## config.mk

```make
export PLATFORM = sky130hd
export DESIGN_NAME = codec_cfg_sequencer
export DESIGN_NICKNAME = d
export VERILOG_FILES = /design/src/rtl/codec_cfg_sequencer.sv
export SDC_FILE = /design/constraint.sdc
export NUM_CORES = 1
export LEC_CHECK = 0
export CELL_PAD_IN_SITES_DETAIL_PLACEMENT = 0
export CELL_PAD_IN_SITES_GLOBAL_PLACEMENT = 2
export CORE_ASPECT_RATIO = 2
export CORE_MARGIN = 2
export CORE_UTILIZATION = 34
export CTS_CLUSTER_SIZE = 10
export DETAILED_ROUTE_END_ITERATION = 7
export DONT_BUFFER_PORTS = 1
export GPL_ROUTABILITY_DRIVEN = 1
export GPL_TIMING_DRIVEN = 0
export HOLD_SLACK_MARGIN = 0.03
export PLACE_DENSITY = 0.75
export SETUP_SLACK_MARGIN = 0.2
export SLEW_MARGIN = 0
export SYNTH_ARGS = -nofsm -noshare
export SYNTH_HDL_FRONTEND = slang
export SYNTH_SLANG_ARGS = --single-unit
```

## constraint.sdc

```tcl
create_clock -name clk -period 1.77 [get_ports clk]
set_input_delay 0.4425 -clock clk [delete_from_list [all_inputs] [get_ports clk]]
set_output_delay 0.4425 -clock clk [all_outputs]
set_load 0.02 [all_outputs]
```

## src/rtl/codec_cfg_sequencer.sv

```systemverilog
// codec_cfg_sequencer
//   Power-up configuration sequencer for the WM8731 codec. Walks an 11-entry
//   register table and hands one 24-bit word {DEV_ADDR, reg[6:0], data[8:0]}
//   per entry to an I2C master, checking the ACK result of each transfer.
//   Failed or timed-out writes are retried up to MAX_RETRY times. The block
//   then parks in DONE or ERROR until start or reset.
//
// Ports
//   clk          system clock
//   reset        synchronous, active-high
//   start        1-cycle pulse: begin or restart the sequence from entry 0
//   i2c_go       1-cycle pulse: i2c_word valid, master starts a transfer
//   i2c_word     {DEV_ADDR, reg[6:0], data[8:0]}, stable from LOAD to next LOAD
//   i2c_end      1-cycle pulse from master: transfer finished
//   i2c_ack_ok   qualifies i2c_end: 1 = all three bytes ACKed
//   busy         sequence in progress
//   done         every entry written and ACKed
//   error        an entry failed MAX_RETRY+1 attempts
//   cfg_index    current / failed entry (saturates at 10)
//
// Optional feature: define CODEC_RUNTIME_WRITE_EN to add wr_req/wr_reg/
//   wr_data/wr_ack. While DONE, wr_req writes one extra reg/data pair with
//   the same retry rules; success pulses wr_ack and returns to DONE.
//
// State table
//   state   | meaning
//   IDLE    | after reset, waiting for start
//   LOAD    | latch i2c_word for the current entry, clear timeout
//   ISSUE   | i2c_go high for one cycle
//   WAIT    | waiting for i2c_end, timeout counter running
//   RETRY   | decide between another attempt and ERROR
//   GAP     | idle spacing between transactions
//   DONE    | all entries written (terminal)
//   ERROR   | an entry exhausted its retries (terminal)

module codec_cfg_sequencer #(
  parameter logic [7:0]  DEV_ADDR    = 8'h34,
  parameter int unsigned MAX_RETRY   = 3,
  parameter int unsigned GAP_CYCLES  = 2000,
  parameter int unsigned TIMEOUT_CYC = 100000
) (
  input  logic        clk,
  input  logic        reset,
  input  logic        start,
  output logic        i2c_go,
  output logic [23:0] i2c_word,
  input  logic        i2c_end,
  input  logic        i2c_ack_ok,
  output logic        busy,
  output logic        done,
  output logic        error,
  output logic [3:0]  cfg_index
`ifdef CODEC_RUNTIME_WRITE_EN
  ,
  input  logic        wr_req,
  input  logic [6:0]  wr_reg,
  input  logic [8:0]  wr_data,
  output logic        wr_ack
`endif
);

  localparam int GW = (GAP_CYCLES  > 1) ? $clog2(GAP_CYCLES + 1)  : 1;
  localparam int TW = (TIMEOUT_CYC > 1) ? $clog2(TIMEOUT_CYC + 1) : 1;
  localparam logic [GW-1:0] GAP_LAST  = GW'(GAP_CYCLES - 1);
  localparam logic [TW-1:0] TMO_LAST  = TW'(TIMEOUT_CYC - 1);
  localparam logic [2:0]    RETRY_MAX = 3'(MAX_RETRY);
  localparam logic [3:0]    LAST_IDX  = 4'd10;

  typedef enum logic [2:0] {
    S_IDLE, S_LOAD, S_ISSUE, S_WAIT, S_RETRY, S_GAP, S_DONE, S_ERROR
  } state_t;

  state_t          state, state_nx;
  logic [3:0]      cfg_index_q;
  logic [2:0]      retry_cnt;
  logic [GW-1:0]   gap_cnt;
  logic [TW-1:0]   tmo_cnt;
  logic            seq_last;   // entry 10 has been ACKed; next GAP exit goes to DONE
  logic [23:0]     word_q;
  logic            tmo_hit;
  logic            retry_ok;
  logic [15:0]     load_pair;

  logic            rt_mode;    // a runtime write is in flight
  logic [6:0]      rt_reg;
  logic [8:0]      rt_data;

  // {reg[6:0], data[8:0]}; R15 (reset) first, R9 (activate) last
  function automatic logic [15:0] cfg_entry(input logic [3:0] idx);
    case (idx)
      4'd0:    cfg_entry = {7'h0F, 9'h000};
      4'd1:    cfg_entry = {7'h00, 9'h017};
      4'd2:    cfg_entry = {7'h01, 9'h017};
      4'd3:    cfg_entry = {7'h02, 9'h079};
      4'd4:    cfg_entry = {7'h03, 9'h079};
      4'd5:    cfg_entry = {7'h04, 9'h012};
      4'd6:    cfg_entry = {7'h05, 9'h000};
      4'd7:    cfg_entry = {7'h06, 9'h000};
      4'd8:    cfg_entry = {7'h07, 9'h042};
      4'd9:    cfg_entry = {7'h08, 9'h000};
      4'd10:   cfg_entry = {7'h09, 9'h001};
      default: cfg_entry = 16'h0000;
    endcase
  endfunction

  assign tmo_hit   = (tmo_cnt == TMO_LAST);
  assign retry_ok  = (retry_cnt < RETRY_MAX);
  assign load_pair = rt_mode ? {rt_reg, rt_data} : cfg_entry(cfg_index_q);

  always_ff @(posedge clk) begin
    if (reset) state <= S_IDLE;
    else       state <= state_nx;
  end

  always_comb begin
    state_nx = state;
    case (state)
      S_IDLE:  state_nx = S_IDLE;
      S_LOAD:  state_nx = S_ISSUE;
      S_ISSUE: state_nx = S_WAIT;
      S_WAIT: begin
        if (i2c_end) begin
          if (!i2c_ack_ok)  state_nx = S_RETRY;
          else if (rt_mode) state_nx = S_DONE;
          else              state_nx = S_GAP;
        end else if (tmo_hit) begin
          state_nx = S_RETRY;
        end
      end
      S_RETRY: state_nx = retry_ok ? S_GAP : S_ERROR;
      S_GAP: begin
        if (gap_cnt == '0) state_nx = (seq_last && !rt_mode) ? S_DONE : S_LOAD;
      end
      S_DONE: begin
`ifdef CODEC_RUNTIME_WRITE_EN
        if (wr_req) state_nx = S_LOAD;
`endif
      end
      S_ERROR: state_nx = S_ERROR;
    endcase
    // start aborts anything in progress, including a pending runtime write
    if (start) state_nx = S_LOAD;
  end

  always_comb begin
    i2c_go = (state == S_ISSUE);
    busy   = (state != S_IDLE) && (state != S_DONE) && (state != S_ERROR);
    done   = (state == S_DONE) || rt_mode;
    error  = (state == S_ERROR);
  end

  always_ff @(posedge clk) begin
    if (reset) begin
      cfg_index_q <= '0;
      retry_cnt   <= '0;
      gap_cnt     <= '0;
      tmo_cnt     <= '0;
      seq_last    <= 1'b0;
      word_q      <= '0;
    end else if (start) begin
      cfg_index_q <= '0;
      retry_cnt   <= '0;
      gap_cnt     <= '0;
      tmo_cnt     <= '0;
      seq_last    <= 1'b0;
    end else begin
      case (state)
        S_LOAD: begin
          word_q  <= {DEV_ADDR, load_pair};
          tmo_cnt <= '0;
        end
        S_WAIT: begin
          if (i2c_end) begin
            if (i2c_ack_ok) begin
              retry_cnt <= '0;
              gap_cnt   <= GAP_LAST;
              if (!rt_mode) begin
                if (cfg_index_q == LAST_IDX) seq_last    <= 1'b1;
                else                         cfg_index_q <= cfg_index_q + 4'd1;
              end
            end
          end else if (!tmo_hit) begin
            tmo_cnt <= tmo_cnt + 1'b1;
          end
        end
        S_RETRY: begin
          if (retry_ok) begin
            retry_cnt <= retry_cnt + 3'd1;
            gap_cnt   <= GAP_LAST;
          end
        end
        S_GAP: begin
          if (gap_cnt != '0) gap_cnt <= gap_cnt - 1'b1;
        end
        default: ;
      endcase
    end
  end

`ifdef CODEC_RUNTIME_WRITE_EN
  always_ff @(posedge clk) begin
    if (reset) begin
      rt_mode <= 1'b0;
      rt_reg  <= '0;
      rt_data <= '0;
      wr_ack  <= 1'b0;
    end else begin
      wr_ack <= 1'b0;
      if (start) begin
        rt_mode <= 1'b0;
      end else if (state == S_DONE && wr_req) begin
        rt_mode <= 1'b1;
        rt_reg  <= wr_reg;
        rt_data <= wr_data;
      end else if (state == S_WAIT && rt_mode && i2c_end && i2c_ack_ok) begin
        rt_mode <= 1'b0;
        wr_ack  <= 1'b1;
      end else if (state == S_RETRY && rt_mode && !retry_ok) begin
        rt_mode <= 1'b0;
      end
    end
  end
`else
  assign rt_mode = 1'b0;
  assign rt_reg  = '0;
  assign rt_data = '0;
`endif

  assign i2c_word  = word_q;
  assign cfg_index = cfg_index_q;

endmodule

```

# Word-level counts from Yosys, hierarchy flattened
# Memories as Yosys holds them, arrays and structs flattened. A register that Yosys moved wholly into a read port is not among the register bits.
# Index checks and enable logic that the tools add are counted.
[totals] register_bits=56 rom_bits=176 inputBits=5 elab_cells=77 n_memories=1
[op_classes] addsub=4 order_cmp=1 n_eq_ne=21 muxes=20 n_bitwise=2 n_reduce_logical=20
[mem_list] memory="(no name shown)" words=16 width=11 read_ports=1 rd_ports_with_merged_regs=1 write_ports=0 line_no="90" text="case (idx)"
[ops] op="two-way mux 11 bit" count=4
[ops] op="two-way mux 17 bit" count=2
[ops] op="case mux 17 bit (2 select lines)" count=1
[ops] op="case mux 11 bit (3 select lines)" count=1
[ops] op="two-way mux 3 bit" count=7
[ops] op="case mux 3 bit (7 select lines)" count=1
[ops] op="adder 17 x 1 -> 17 bit, second input constant" count=1
[ops] op="== test 17 bit, second input constant" count=1
[ops] op="!= test 2 bit, second input constant" count=7
[ops] op="== test 3 bit, second input constant" count=4
[ops] op="!= test 3 bit, second input constant" count=4
[ops] op="AND reduction 4 bit" count=3
[ops] op="logical NOT 11 bit" count=1
[ops] op="nonzero test 11 bit" count=1
[ops] op="subtractor 11 x 1 -> 11 bit, second input constant" count=1
[ops] op="AND reduction 3 bit" count=3
[ops] op="nonzero test 8 bit" count=1
[ops] op="nonzero test 7 bit" count=1
[ops] op="== test 3 x 2 -> 1 bit, second input constant" count=2
[ops] op="case mux 3 bit (2 select lines)" count=1
[ops] op="nonzero test 3 bit" count=2
[ops] op="AND reduction 5 bit" count=1
[ops] op="adder 4 x 1 -> 4 bit, second input constant" count=1
[ops] op="== test 4 bit, second input constant" count=1
[ops] op="12 further kinds" count=16

# Depth between registers and ports, before layout
# Gate-level depths: netlist of run 1.
[depth] ltp_word=5 mapped_depth=7 mapped_depth_nobuf=7

# Worst setup path after synthesis of run 1
# No wires, ideal clock.
[synth_timing] path_type="register to register" start="register state[1]" end="register state[0]" setup_time_ps=125 arrival_ps=1657 t_required_ps=1645 slack_ps=-12 path_stages_with_launch=6 path_buffers=1 path_cell_list="dfxtp_1 -> clkbuf_1 -> inv_1 -> nor3_1 -> a21oi_1 -> o41a_1"
[synth_between] elab_chain_len=3 word_cells_on_any_way=13 cone_classes="8 x eq/ne; 2 x mux; 3 x reduce/logical"
[synth_lines] element="start: declaration" line_no="73" text="state_t state, state_nx;"
[synth_lines] element="start signal: assignment" line_no="112" text="else state <= state_nx;"
[synth_lines] element="== test 3 bit (tied with other cells)" line_no="117" text="case (state)"
[synth_lines] element="case mux 3 bit (7 select lines) (tied with other cells)" line_no="117"
[synth_lines] element="two-way mux 1 bit or AND reduction 3 bit (tied branches)"
# Parallel ways exist; a longest one is shown, timed or not.
# A chain may end at the register's enable or synchronous reset.

# Final worst setup path of run 1
[layout_timing] start="register gap_cnt[5]" end="register state[0]"
[layout_between] elab_chain_len=3
[layout_lines] element="start: declaration" line_no="76" text="logic [GW-1:0] gap_cnt;"
[layout_lines] element="start signal: assignment" line_no="193" text="if (gap_cnt != '0) gap_cnt <= gap_cnt - 1'b1;"
[layout_lines] element="logical NOT 11 bit" line_no="132" text="if (gap_cnt == '0) state_nx = (seq_last && !rt_mode) ? S_DONE : S_LOAD;"
[layout_lines] element="!= test 3 bit (no line)"
[layout_lines] element="AND reduction 3 bit (no line)"
# Every way passes these cells.

==> impl_metrics.toml, run 1 <==
[layout]
synthToLayoutAreaGrowth_pct = 53.9
final-seq-area_um2 = 1060
antenna_cells = 0
n_fill_cell = 748
layout-drive-gt1-share_pct = 48.5
multi_input_comb_area_um2 = 2040
instances_no_fill = 502
nNetsFinal = 418

[floorplanning]
fp.dieArea_um2 = 8770
ios = 37
core_area_um2 = 7830
fp-row-count = 46
die_x_um = 67.2
die_height_um = 130
initial_core_util_pct = 34.8

[setup_path]
required_ns = 1.94
end_kind = "flip-flop"
worstSetupStartpointType = "flip-flop"
crit_fanout = 4
path_class = "flip-flop to flip-flop"
worstPathArrival_ns = 1.94

[synth]
ys_seq_elements = 50
yosys.cell_count.top_type = "dfxtp_1"
synth_edf_count = 0
synth_top_area_share_pct = 36.8
yosys.cell_types.count = 57
synth_cells = 331
synth.largest_area_cell = "dfxtp_1"
yosys_warnings = 0
synth.yosys.seq_area_share_pct = 36.8
async_reset_ff_share_pct = 0
netlist_area_um2 = 2720
ys_top_cells_by_area = "dfxtp_1 37%, a21oi_1 6.4%, nor2_1 5.2%"
synth_common_cells = "50 x dfxtp_1, 38 x nor2_1, 35 x a21oi_1"
synth_ff_type = "dfxtp_1"
synth.avg_cell_area_um2 = 8.22

[sta]
hold_viol_final = 0
period_share_pct = 99.9
worst_pin_slew_ns = 0.610
post-route-min-period_ns = 1.77
max_freq_mhz = 566
rsz0062_at_grt = "yes"
slew_headroom_pct = 59.4
fin_hold_ws_ns = 0.225
slew_viol_final = 0
finalClockSkew_ns = 0.00557
setup_violations = 0

[placed_design]
dpl.hpwl_um = 4920
gp_congestion = 0.799
dp_cells = 436
port-buffer-count = 0

[pwr]
power.leakage_nw = 1.57
ir_drop_mv = 0.435
p_per_area_nw_per_um2 = 605

[clock_tree]
clock-sinks = 50
cts.clk_slew.worst_paths_ns = 0.07
clkLatencyLatePin_ns = 0.29
htree_levels = 2
clock-root-buffer = "clkbuf_16"
cts_hold_buf = 0
cts_buffer_depth = 2
cts_buffers = 5
cts_tree = "done"

[drt]
routedWlPerCell_um = 16.3
drt_iter0_drc = 127
wirelength_um = 8200
ant_nets = 0
routed_via_density = 5.41
dr.pass1.iters = 4
drc = 0
num_vias = 2718

[global_route]
antenna_found_initial = 0
overflow = 0
grt_usage_pct = 18.6
grt_pass1_wl_um = 12400
grt_max_degree = 15
grt_pass1_vias = 2498

[run]
max_cap_violations = 0

[outcome]
status = "finished, final reports clean"

[worst_hold_path]
hold_class = "primary input to flip-flop"
cell families after synthesis:
group                    Yosys count  share of synthesized area [%]
AND/OR/NAND/NOR                  127                           26.9
AO/OA/AOI/OAI                     88                           19.1
flip-flops                        50                           36.8
buffers and inverters             39                           7.36
XOR/XNOR                          13                           4.19
adder cells (fa/ha/maj)            8                           3.68
multiplexers                       5                           1.84
other                              1                          0.138
registers in the layout, summed over array words and instances, names as in the netlist:
signal,flops
cfg_index,4
gap_cnt,11
i2c_word,11
retry_cnt,3
seq_last,1
state,3
tmo_cnt,17
per-layer routing:
metal / vias up / GRT usage [%] / wire (um)
li1: 1328 / - / -
met4: 0 / 8.28 / 166
met3: 11 / 3.51 / 370
met1: 1316 / 22.9 / 3320
met2: 63 / 31.0 / 4340
met5: - / 0 / 0
cells in the final DEF (no fill, tap or decap), types with 4 or more instances in the layout:
| cell type | synthesis | routed |
|---|---|---|
| clkbuf_1 | 12 | 5 |
| nand2_2 | 1 | 6 |
| nor2_1 | 38 | 36 |
| dfxtp_4 | 0 | 11 |
| nand4_1 | 5 | 5 |
| inv_1 | 12 | 7 |
| dfxtp_1 | 50 | 26 |
| xnor2_1 | 10 | 10 |
| buf_6 | 0 | 18 |
| buf_4 | 14 | 51 |
| o211ai_1 | 5 | 5 |
| buf_8 | 0 | 4 |
| ha_1 | 8 | 6 |
| o21ai_2 | 1 | 9 |
| nand3_1 | 9 | 6 |
| inv_2 | 0 | 4 |
| mux2i_1 | 5 | 5 |
| clkbuf_16 | 0 | 7 |
| conb_1 | 1 | 10 |
| o21ai_0 | 14 | 12 |
| clkbuf_2 | 0 | 4 |
| nor3_4 | 1 | 9 |
| a21oi_1 | 35 | 22 |
| nand2_1 | 19 | 14 |
| a21oi_2 | 0 | 11 |
| dfxtp_2 | 0 | 13 |
metrics by stage:
| step | setup slack [ns] | utilization [%] | instance area (um^2) | power, mW | setup TNS (ns) |
|---|---|---|---|---|---|
| after floorplan | 0.114 | - | 2800 | 1.33 | 0 |
| after global placement | -0.197 | 37.3 | 2920 | 1.37 | -3.53 |
| after detailed placement | -0.227 | 37.3 | 2920 | 1.37 | -3.98 |
| after CTS | 0.0168 | 48.1 | 3770 | 2.52 | 0 |
| after global routing | -0.0611 | 53.5 | 4190 | 2.64 | -0.354 |
| final | 0.00233 | 53.5 | 4190 | 2.53 | 0 |
report_power, final:
part	switching, mW	internal (mW)	total (mW)
logic	0.165	0.130	0.295
clock network	0.418	0.669	1.09
registers	0.0267	1.12	1.15
path summary, 6_finish.rpt:
path | cells past startpoint | slack, ns | to | from
worst max-delay path | 6 | 0.002 | state[0]$_SDFFE_PP0P_ | gap_cnt[5]$_SDFFE_PP0P_
worst min-delay path | 1 | 0.22 | i2c_word[11]$_SDFFE_PP0P_ | reset
worst max register to register | 6 | 0.002 | state[0]$_SDFFE_PP0P_ | gap_cnt[5]$_SDFFE_PP0P_
worst min register to register | 1 | 0.44 | gap_cnt[0]$_SDFFE_PP0P_ | gap_cnt[0]$_SDFFE_PP0P_
critical path: stages (launching register included):
cell	delay (ns)
dfxtp_4	0.34
buf_4	0.13
buf_4	0.13
nor4_4	0.17
nand2_2	0.12
o311a_4	0.35
o41a_1	0.41
area by class of cell:
type | count | share of cell area, %
multi-input combinational | 251 | 48.7
sequential | 50 | 25.3
timing repair buffer | 58 | 12.4
buffer | 27 | 5.71
clock buffer | 7 | 3.17
tap | 96 | 2.87
inverter | 12 | 1.17
clock inverter | 1 | 0.717
timing repair:
action | in CTS | in global routing
endpoints found under the setup margin | 50 | 47
gates cloned | 2 | 1
gates resized for setup | 102 | 78
setup buffers | 34 | 21
pin swaps | 46 | 41
(Power assumes the default switching activity.)
==> run 2: changes to the inputs <==
- CORE_ASPECT_RATIO: 2 -> 1.4
==> impl_metrics.toml, run 2 (synthesis gave the netlist of run 1 again) <==
[outcome]
status = "finished, final reports clean"

[floorplanning]
die_height_um = 110
fp-row-count = 38
die_x_um = 79.6
initial_core_util_pct = 35.1
core_area_um2 = 7750
ios = 37
fp.dieArea_um2 = 8740

[sta]
max_freq_mhz = 570
slew_viol_final = 0
rsz0062_at_grt = "yes"
slew_headroom_pct = 54.9
setup_violations = 0
finalClockSkew_ns = 0.00946
worst_pin_slew_ns = 0.677
hold_viol_final = 0
period_share_pct = 99.2
post-route-min-period_ns = 1.76

[global_route]
use_met2_pct = 36.0
antenna_found_initial = 0
grt_usage_pct = 19.1
use_met1_pct = 20.2
grt_pass1_wl_um = 13000
grt_busiest_layer = "met2"
overflow = 0
gr-usage-met3_pct = 3.61
grt_max_degree = 17
grt_pass1_vias = 2642

[placed_design]
dpl.hpwl_um = 5110
port-buffer-count = 0
dp_cells = 440
gp_congestion = 0.789

[layout]
layout-drive-gt1-share_pct = 50.6
instances_no_fill = 507
largest_reg_flops = 17
registers.top_by_ff_count = "tmo_cnt"
fin_util_pct = 54.8
final_cell_mix = "52 x buf_4, 35 x nor2_1, 26 x dfxtp_1"
nNetsFinal = 419
n_fill_cell = 699
antenna_cells = 0
final_common_cell = "buf_4"
synthToLayoutAreaGrowth_pct = 56.0

[drt]
ant_nets = 0
num_vias = 2707
dr.pass1.iters = 4
wirelength_um = 8400
drc = 0
routed_via_density = 5.34
drt_iter0_drc = 80
routedWlPerCell_um = 16.6

[pwr]
cellInternalPower_mw = 1.68
p_per_area_nw_per_um2 = 541
power.leakage_nw = 1.56
ir_drop_mv = 0.301
p_sw_mw = 0.611
pwr-share-clk_pct = 36.3
switching_share_pct = 26.6
p_seq_share_pct = 50.1
pwr-share-comb_pct = 13.6

[setup_path]
worstSetupStartpointType = "flip-flop"
crit_fanout = 6
worstPathArrival_ns = 1.94
cp_slowest_stage_delay_ns = 0.54
crit_buf_inv = 1
path_class = "flip-flop to flip-flop"
cp_cell_sequence = "or4_4 -> nor3b_4 -> buf_6 -> nor3_4 -> xnor2_1 -> a21oi_1"
critPathTopFamily = "simple AND/OR/NAND/NOR gates"
slowest_stage = "or4_4"
end_kind = "flip-flop"
required_ns = 1.95

[clock_tree]
cts_buffer_depth = 2
cts.clk_slew.worst_paths_ns = 0.09
htree_levels = 2
clkLatencyLatePin_ns = 0.31
cts_tree = "done"
clock-root-buffer = "clkbuf_8"
clock-sinks = 50
cts_buffers = 5

[worst_hold_path]
hold_class = "primary input to flip-flop"

[run]
max_cap_violations = 0
==> run 2: cell count changes in the layout (fill, tap and decap cells not counted), sizes merged <==
cell	change
buf	-3
clkinvlp	+3
clkbuf	+1
inv	-1
o21ai	+1
==> run 2: timing repair <==
action	CTS	global route
cloned	4	1
gates resized for setup	131	59
setup buffers	41	13
endpoints found under the setup margin	51	44
hold buffers	0	0
pin swaps	47	42
==> run 2: worst reg2reg max path, stage by stage, from the launching register on <==
cell     delay [ns]
dfxtp_4        0.37
or4_4          0.54
nor3b_4        0.23
buf_6          0.20
nor3_4         0.06
xnor2_1        0.16
a21oi_1        0.07
==> run 2: area by class of cell <==
class                      instances  area [um^2]  share of cell area [%]
sequential                        50         1060                    24.9
buffer                            27          250                    5.90
timing repair buffer              58          520                    12.3
multi-input combinational        252         2120                    50.0
inverter                          12         52.6                    1.24
clock buffer                       5         68.8                    1.62
tap                              100          125                    2.95
clock inverter                     3         45.0                    1.06
==> run 2: final timing paths <==
check	start	end	slack, ns	cells after the start
setup / recovery	gap_cnt[2]$_SDFFE_PP0P_	gap_cnt[3]$_SDFFE_PP0P_	0.01	6
hold / removal	reset	i2c_word[11]$_SDFFE_PP0P_	0.19	1
setup reg to reg	gap_cnt[2]$_SDFFE_PP0P_	gap_cnt[3]$_SDFFE_PP0P_	0.01	6
hold reg to reg	gap_cnt[0]$_SDFFE_PP0P_	gap_cnt[0]$_SDFFE_PP0P_	0.47	1
==> run 2: power groups by stage <==
stage / sequential (mW) / clock, mW / combinational [mW]
after global routing: 1.15 / 0.902 / 0.333
after detailed placement: 1.19 / 0 / 0.177
after global placement: 1.19 / 0 / 0.178
after CTS: 1.15 / 0.859 / 0.268
final: 1.15 / 0.832 / 0.312
after floorplan: 1.19 / 0 / 0.144
==> run 2: per-layer routing <==
layer,vias up,routed length [um]
met5,-,0
met3,21,241
met4,0,262
met1,1320,3340
li1,1326,-
met2,40,4560
==> run 2: stage by stage <==
stage                     instance area, um^2  worst slack, ns  TNS [ns]  hold slack [ns]  total power [mW]
after floorplan                          2800            0.114         0            0.437              1.33
after detailed placement                 2930           -0.350     -6.48            0.465              1.37
after CTS                                3920          -0.0130   -0.0130            0.199              2.28
after global routing                     4240          -0.0689    -0.272            0.181              2.39
after global placement                   2930           -0.426     -7.42            0.455              1.37
final                                    4240           0.0145         0            0.191              2.30
